### src/rtl/uart_pkg.sv
// Shared UART definitions: transmitter state encoding and default frame format,
// kept here so a receiver can reuse the same vocabulary.
package uart_pkg;

    localparam int DEFAULT_DATA_BITS = 8;
    localparam int DEFAULT_STOP_BITS = 1;

    typedef enum logic [2:0] {
        TX_IDLE,
        TX_SYNC,
        TX_START,
        TX_DATA,
        TX_PARITY,
        TX_STOP
    } tx_state_e;

    // Parity over up to 9 data bits; unused upper bits must be zero.
    function automatic logic parity_of(input logic [8:0] data, input logic odd);
        return (^data) ^ odd;
    endfunction

endpackage

### src/rtl/uart_tx.sv
// UART transmitter: accepts one word per valid/ready handshake and shifts it out
// LSB first, one bit per baud_tick, with optional parity and one or two stop bits.
module uart_tx
    import uart_pkg::*;
#(
    parameter int DATA_BITS  = DEFAULT_DATA_BITS,
    parameter int PARITY_EN  = 0,
    parameter int PARITY_ODD = 0,
    parameter int STOP_BITS  = DEFAULT_STOP_BITS
) (
    input  logic                 clk,
    input  logic                 srst_n,
    input  logic                 baud_tick,
    input  logic [DATA_BITS-1:0] tx_data,
    input  logic                 tx_valid,
    output logic                 tx_ready,
    output logic                 tx,
    output logic                 tx_busy,
    output logic                 tx_done
);

    localparam int                CNT_W     = $clog2(DATA_BITS);
    localparam logic [CNT_W-1:0]  LAST_BIT  = CNT_W'(DATA_BITS - 1);
    localparam logic              STOP_LAST = (STOP_BITS == 2);
    localparam logic              ODD       = (PARITY_ODD != 0);

    tx_state_e              state_q,    state_d;
    logic [DATA_BITS-1:0]   shift_q,    shift_d;
    logic [CNT_W-1:0]       bit_cnt_q,  bit_cnt_d;
    logic                   stop_cnt_q, stop_cnt_d;
    logic                   parity_q,   parity_d;
    logic                   tx_q,       tx_d;
    logic                   done_q,     done_d;

    // NOTE: every register, including the shift register, is cleared by reset so an
    // aborted frame leaves no stale data behind; non-blocking assignments only here.
    always_ff @(posedge clk) begin
        if (!srst_n) begin
            state_q    <= TX_IDLE;
            shift_q    <= '0;
            bit_cnt_q  <= '0;
            stop_cnt_q <= 1'b0;
            parity_q   <= 1'b0;
            tx_q       <= 1'b1;
            done_q     <= 1'b0;
        end else begin
            state_q    <= state_d;
            shift_q    <= shift_d;
            bit_cnt_q  <= bit_cnt_d;
            stop_cnt_q <= stop_cnt_d;
            parity_q   <= parity_d;
            tx_q       <= tx_d;
            done_q     <= done_d;
        end
    end

    // NOTE: all outputs of this block get a default first, so no latch can be inferred.
    always_comb begin
        state_d    = state_q;
        shift_d    = shift_q;
        bit_cnt_d  = bit_cnt_q;
        stop_cnt_d = stop_cnt_q;
        parity_d   = parity_q;
        done_d     = 1'b0;

        unique case (state_q)
            TX_IDLE: begin
                // A tick arriving with the handshake is ignored; SYNC waits for the next.
                if (tx_valid) begin
                    state_d    = TX_SYNC;
                    shift_d    = tx_data;
                    parity_d   = parity_of(9'(tx_data), ODD);
                    bit_cnt_d  = '0;
                    stop_cnt_d = 1'b0;
                end
            end
            TX_SYNC: begin
                if (baud_tick) state_d = TX_START;
            end
            TX_START: begin
                if (baud_tick) begin
                    state_d   = TX_DATA;
                    bit_cnt_d = '0;
                end
            end
            TX_DATA: begin
                if (baud_tick) begin
                    shift_d = shift_q >> 1;
                    if (bit_cnt_q == LAST_BIT) begin
                        state_d    = (PARITY_EN != 0) ? TX_PARITY : TX_STOP;
                        stop_cnt_d = 1'b0;
                    end else begin
                        bit_cnt_d = bit_cnt_q + 1'b1;
                    end
                end
            end
            TX_PARITY: begin
                if (baud_tick) begin
                    state_d    = TX_STOP;
                    stop_cnt_d = 1'b0;
                end
            end
            TX_STOP: begin
                if (baud_tick) begin
                    if (stop_cnt_q == STOP_LAST) begin
                        state_d = TX_IDLE;
                        done_d  = 1'b1;
                    end else begin
                        stop_cnt_d = 1'b1;
                    end
                end
            end
            default: state_d = TX_IDLE;
        endcase

        // The line level is decoded from the next state so tx changes with the state.
        case (state_d)
            TX_START:  tx_d = 1'b0;
            TX_DATA:   tx_d = shift_d[0];
            TX_PARITY: tx_d = parity_d;
            default:   tx_d = 1'b1;
        endcase
    end

    assign tx_ready = (state_q == TX_IDLE);
    assign tx_busy  = (state_q != TX_IDLE);
    assign tx       = tx_q;
    assign tx_done  = done_q;

endmodule
### config.mk
export PLATFORM = sky130hd
export DESIGN_NAME = uart_tx
export DESIGN_NICKNAME = d
export VERILOG_FILES = /design/src/rtl/uart_pkg.sv /design/src/rtl/uart_tx.sv
export SDC_FILE = /design/constraint.sdc
export NUM_CORES = 1
export LEC_CHECK = 0
export CORE_MARGIN = 2
export CORE_UTILIZATION = 56
export DETAILED_ROUTE_END_ITERATION = 10
export PLACE_DENSITY = 0.83
export REMOVE_ABC_BUFFERS = 1
export SYNTH_ARGS = -nofsm -noshare
export SYNTH_HDL_FRONTEND = slang
export SYNTH_SLANG_ARGS = --single-unit
### constraint.sdc
create_clock -name clk -period 2.6 [get_ports clk]
set_input_delay 0.52 -clock clk [delete_from_list [all_inputs] [get_ports clk]]
set_output_delay 0.52 -clock clk [all_outputs]
set_load 0.005 [all_outputs]
Word level (Yosys, flattened, before mapping)
Cells that the tools add are included.
W data, S select, Z words.
{"block": "op_classes", "n_eq_ne": 16, "mux": 28, "reduce_logical": 10, "n_addsub": 1}
{"cell": "$mux W3", "count": 12}
{"cell": "$pmux W3 S6", "count": 1}
{"cell": "$mux W8", "count": 2}
{"cell": "$pmux W8 S2", "count": 1}
{"cell": "$ne A2 B2 Y1 const B", "count": 7}
{"cell": "$eq A3 B2 Y1 const B", "count": 4}
{"cell": "$eq A3 B3 Y1 const B", "count": 4}
{"cell": "$mux W1", "count": 9}
{"cell": "$pmux W3 S3", "count": 1}
{"cell": "$reduce_xor A9 Y1", "count": 1}
{"cell": "$reduce_and A3 Y1", "count": 2}
{"cell": "$reduce_and A6 Y1", "count": 1}
{"cell": "$reduce_bool A3 Y1", "count": 2}
{"cell": "$reduce_and A5 Y1", "count": 1}
{"cell": "$pmux W1 S4", "count": 1}
{"cell": "$reduce_bool A4 Y1", "count": 1}
{"cell": "$add A3 B1 Y3 const B", "count": 1}
{"cell": "$eq A3 B1 Y1 const B", "count": 1}
{"cell": "$logic_not A3 Y1", "count": 1}
{"cell": "$pmux W1 S3", "count": 1}
{"cell": "$reduce_bool A2 Y1", "count": 1}
{"block": "totals", "elab_cells": 63, "output_inout_bits": 4, "inputBits": 12, "reg_bits": 18}

Depth between registers and ports, before layout
{"block": "logic_depth", "word_depth": 6, "mapped_depth": 6}

Worst setup path after synthesis
Ideal clock, no wire load.
{"block": "synth_path", "path_kind": "reg-to-reg", "start": "register bit_cnt_q[0]", "end": "register bit_cnt_q[0]", "stages_incl_launch_ff": 7, "t_arrival_ps": 1390, "path_slack_ps": 1140, "path_cell_list": "dfxtp_1 -> ha_1 -> ha_1 -> nand2_1 -> a32oi_1 -> or4_1 -> a21boi_1"}
{"block": "synth_via", "elab_chain_len": 4, "elab_cells_between_ends": 7}
{"element": "start, declared", "line_no": "uart_tx.sv:29", "text": "logic [CNT_W-1:0] bit_cnt_q, bit_cnt_d;"}
{"element": "start signal, assigned", "line_no": "uart_tx.sv:49", "text": "bit_cnt_q <= bit_cnt_d;"}
{"element": "$add A3 B1 Y3", "line_no": "uart_tx.sv:93", "text": "bit_cnt_d = bit_cnt_q + 1'b1;"}
{"element": "$mux W3", "line_no": "uart_tx.sv:89", "text": "if (bit_cnt_q == LAST_BIT) begin"}
{"element": "$mux W3", "line_no": "uart_tx.sv:87", "text": "if (baud_tick) begin"}
{"element": "$pmux W3 S3", "line_no": "uart_tx.sv:66", "text": "unique case (state_q)"}
Several ways; a longest one is shown, not always the timed one. The select of a mux whose other input is x is not followed.
A chain may end at the register's enable or synchronous reset.

Final worst setup path
{"block": "layout_path", "start": "register state_q[1]", "end": "output tx_busy"}
{"block": "layout_via", "elab_chain_len": 1}
{"element": "start, declared", "line_no": "uart_tx.sv:27", "text": "tx_state_e state_q, state_d;"}
{"element": "start signal, assigned", "line_no": "uart_tx.sv:47", "text": "state_q <= state_d;"}
{"element": "$reduce_bool A3 Y1", "line_no": "uart_tx.sv:126", "text": "assign tx_busy = (state_q != TX_IDLE);"}
{"element": "end, declared", "line_no": "uart_tx.sv:18", "text": "output logic tx_busy,"}
Every way passes these cells.

==> results.tsv <==
stage	metric	value	unit
status	outcome	finished, final reports clean	
finish	multi_input_area	593	um2
floorplan	die_y	46.3	um
synthesis	yosys_register_bits	17	
setup_path	crit_type	reg2out	
setup_path	reg2reg_from	state_q[1]	
global_routing	grt_max_degree	17	
setup_path	crit_buf_inv	1	
clock_network	cts_tree	done	
route	route.vias.total	868	
synthesis	netlist_area	1000	um2
finish	finalNonFillerCells	150	
route	wire_per_inst	13.5	um
global_routing	grt_pass1_vias	784	
floorplan	core	1710	um2
setup_path	regToRegSetupSlack	0.90	ns
hold_path	min_path_cells	1	
synthesis	netlist_instances	111	
timing	slew_headroom	0.644	
timing	setup_viol	0	
setup_path	r2r_cells	4	
setup_path	worstPathRequired	2.08	ns
setup_path	r2r_end	bit_cnt_q[1]	
setup_path	cp_top_family	flip-flops	
synthesis	ys_types	35	
placed_design	dpl-instance-area	1140	um2
synthesis	synth_edf_count	0	
placed_design	place_ws	0.381	ns
clock_network	cts-buffers-inserted	3	
setup_path	critical-path-max-stage-delay	0.64	ns
synthesis	yosysSeqAreaShare	0.340	
flow_run	drv_cap	0	
setup_path	worstPathMaxFanout	13	
clock_network	holdBufCountCts	0	
floorplan	die_w	46.3	um
timing	finalCriticalPeriod	2.20	ns
setup_path	setup.worst_path.start_class	flop	
finish	area_growth	16.6	%
global_routing	grt_pass1_wl	3360	um
timing	fmax	454	MHz
timing	final.period_utilization	0.847	
placed_design	numPortBuffers	15	
clock_network	cts_buffer_depth	2	
hold_path	min-delay-start	shift_q[2]	
timing	tns	0	ns
clock_network	path_clk_slew	0.11	ns
route	wirelength	2030	um
clock_network	cts_setup_buffers	0	
hold_path	hold_end	shift_q[2]	
clock_network	cts_resized	0	
finish	regArea	340	um2
setup_path	worstSetupEndpointType	output pin	
hold_path	min_path_type	reg2reg	
timing	skew	0.00136	ns
route	drcViolationCount	0	
global_routing	grt.total_usage	0.220	
placed_design	place_inst	146	
global_routing	grt-ovfl-total	0	
setup_path	cpMaxStageDelayCell	dfxtp_1	
clock_network	clock_latency	0.30	ns
floorplan	dieArea	2140	um2
setup_path	critical_path.cell_chain	nor2_1 > nand2_1 > clkdlybuf4s50_1	
timing	setup_ws	0.397	ns
route	routed_via_density	5.79	
clock_network	cts_root_buf	clkbuf_4	
placed_design	place.gp.congestion	0.743	
finish	antenna_cells	0	
timing	tightest_slew	0.532	ns
route	drtAntennaViolNets	0	
timing	slew_viol_final	0	
clock_network	htree_num_levels	1	
finish	stdcell_area	1170	um2
synthesis	synth_flop_cell	dfxtp_1	
floorplan	io_pins	16	
timing	hold_violations	0	
pwr	powerDensity	509	nW/um2
placed_design	dpl.hpwl	1450	um
clock_network	cts_sinks	17	
floorplan	initial_utilization	0.587	
synthesis	async_flop_share	0	
route	firstDrtPassIters	4	
route	first_iter_violations	16	
floorplan	num_rows	15	
global_routing	antenna_found_initial	0	
finish	final_layout_size_suffix_gt1_frac	0.0960	
finish	finalNetCount	140	
pwr	p_leak	0.000504	uW
synthesis	avgSynthCellArea	9.03	um2
synthesis	ys_warn_count	0	
timing	rsz0062_at_grt	false	
setup_path	critPathArrivalTime	1.68	ns
finish	fillers	136	
pwr	peakVddDrop	0.344	mV
[sequential cells by signal (all words and copies together) (netlist names)]
signal	count
tx	1
tx_done	1
state_q	3
bit_cnt_q	3
shift_q	8
parity_q	1
[area by class of cell]
type,count,share of cell area
well taps,25,0.0268
repair buffers,17,0.141
flip-flops and latches,17,0.291
clock inverters,1,0.00428
inverters,3,0.00964
clock buffers,3,0.0193
multi-input cells,84,0.507
[cells in the mapped netlist, drive strengths merged, types with 3 or more instances]
master / instances / share of area
buf: 5 / 0.049
a22oi: 6 / 0.045
nand3: 5 / 0.030
o211a: 6 / 0.060
nor2: 5 / 0.019
xnor2: 7 / 0.061
nand2b: 8 / 0.050
and2: 3 / 0.019
or3: 3 / 0.019
a21boi: 5 / 0.037
o21ai: 4 / 0.020
nand2: 15 / 0.059
dfxtp: 17 / 0.34
inv: 3 / 0.011
[report_power, final]
group	total [uW]	switching [uW]	leakage (uW)	internal, uW
Sequential	298	18.2	0.000139	279
Clock	153	95.5	0.0000177	57.5
Combinational	144	66.1	0.000347	78.1
Total	595	180	0.000504	415
[layout by cell type, fill, tap and decap left out, drive strengths merged, types with 4 or more instances in the layout]
cell and instances:
dfxtp 17, nand3 5, nand2 15, nand2b 8, o211a 6, o21ai 4
nor2 5, xnor2 7, clkdlybuf4s50 15, a22oi 6, a21boi 5
[how the worst max path moves through the flow]
stage	startpoint	to	slack, ns	cells after the start
floorplan	bit_cnt_q[0]	bit_cnt_q[0]	1.12	6
global placement	baud_tick	bit_cnt_q[0]	0.43	4
detailed placement	baud_tick	bit_cnt_q[0]	0.38	4
CTS	state_q[1]	tx_busy	0.40	3
global route	state_q[2]	tx_busy	0.29	3
finish	state_q[1]	tx_busy	0.40	3
[per-layer routing]
metal	vias to the layer above	track usage	routed length, um
met5	-	0	0
met4	0	0.137	46
met3	5	0.0353	64
met2	18	0.367	961
met1	417	0.259	954
li1	428	-	-
[kinds of logic after synthesis]
family,count (synthesis),share of synthesized area
adder cells (fa/ha/maj),3,0.0350
flip-flops,17,0.340
buffers and inverters,10,0.0686
AO/OA/AOI/OAI,29,0.225
XOR/XNOR,7,0.0612
AND/OR/NAND/NOR,45,0.271
[per-stage QoR]
| step | total power [uW] | hold slack [ns] | utilization |
|---|---|---|---|
| after floorplan | 387 | 0.449 | - |
| after global placement | 442 | 0.464 | 0.668 |
| after detailed placement | 446 | 0.477 | 0.668 |
| after CTS | 598 | 0.498 | 0.684 |
| after global routing | 622 | 0.519 | 0.684 |
| final | 595 | 0.500 | 0.684 |
(Power assumes the default switching activity.)
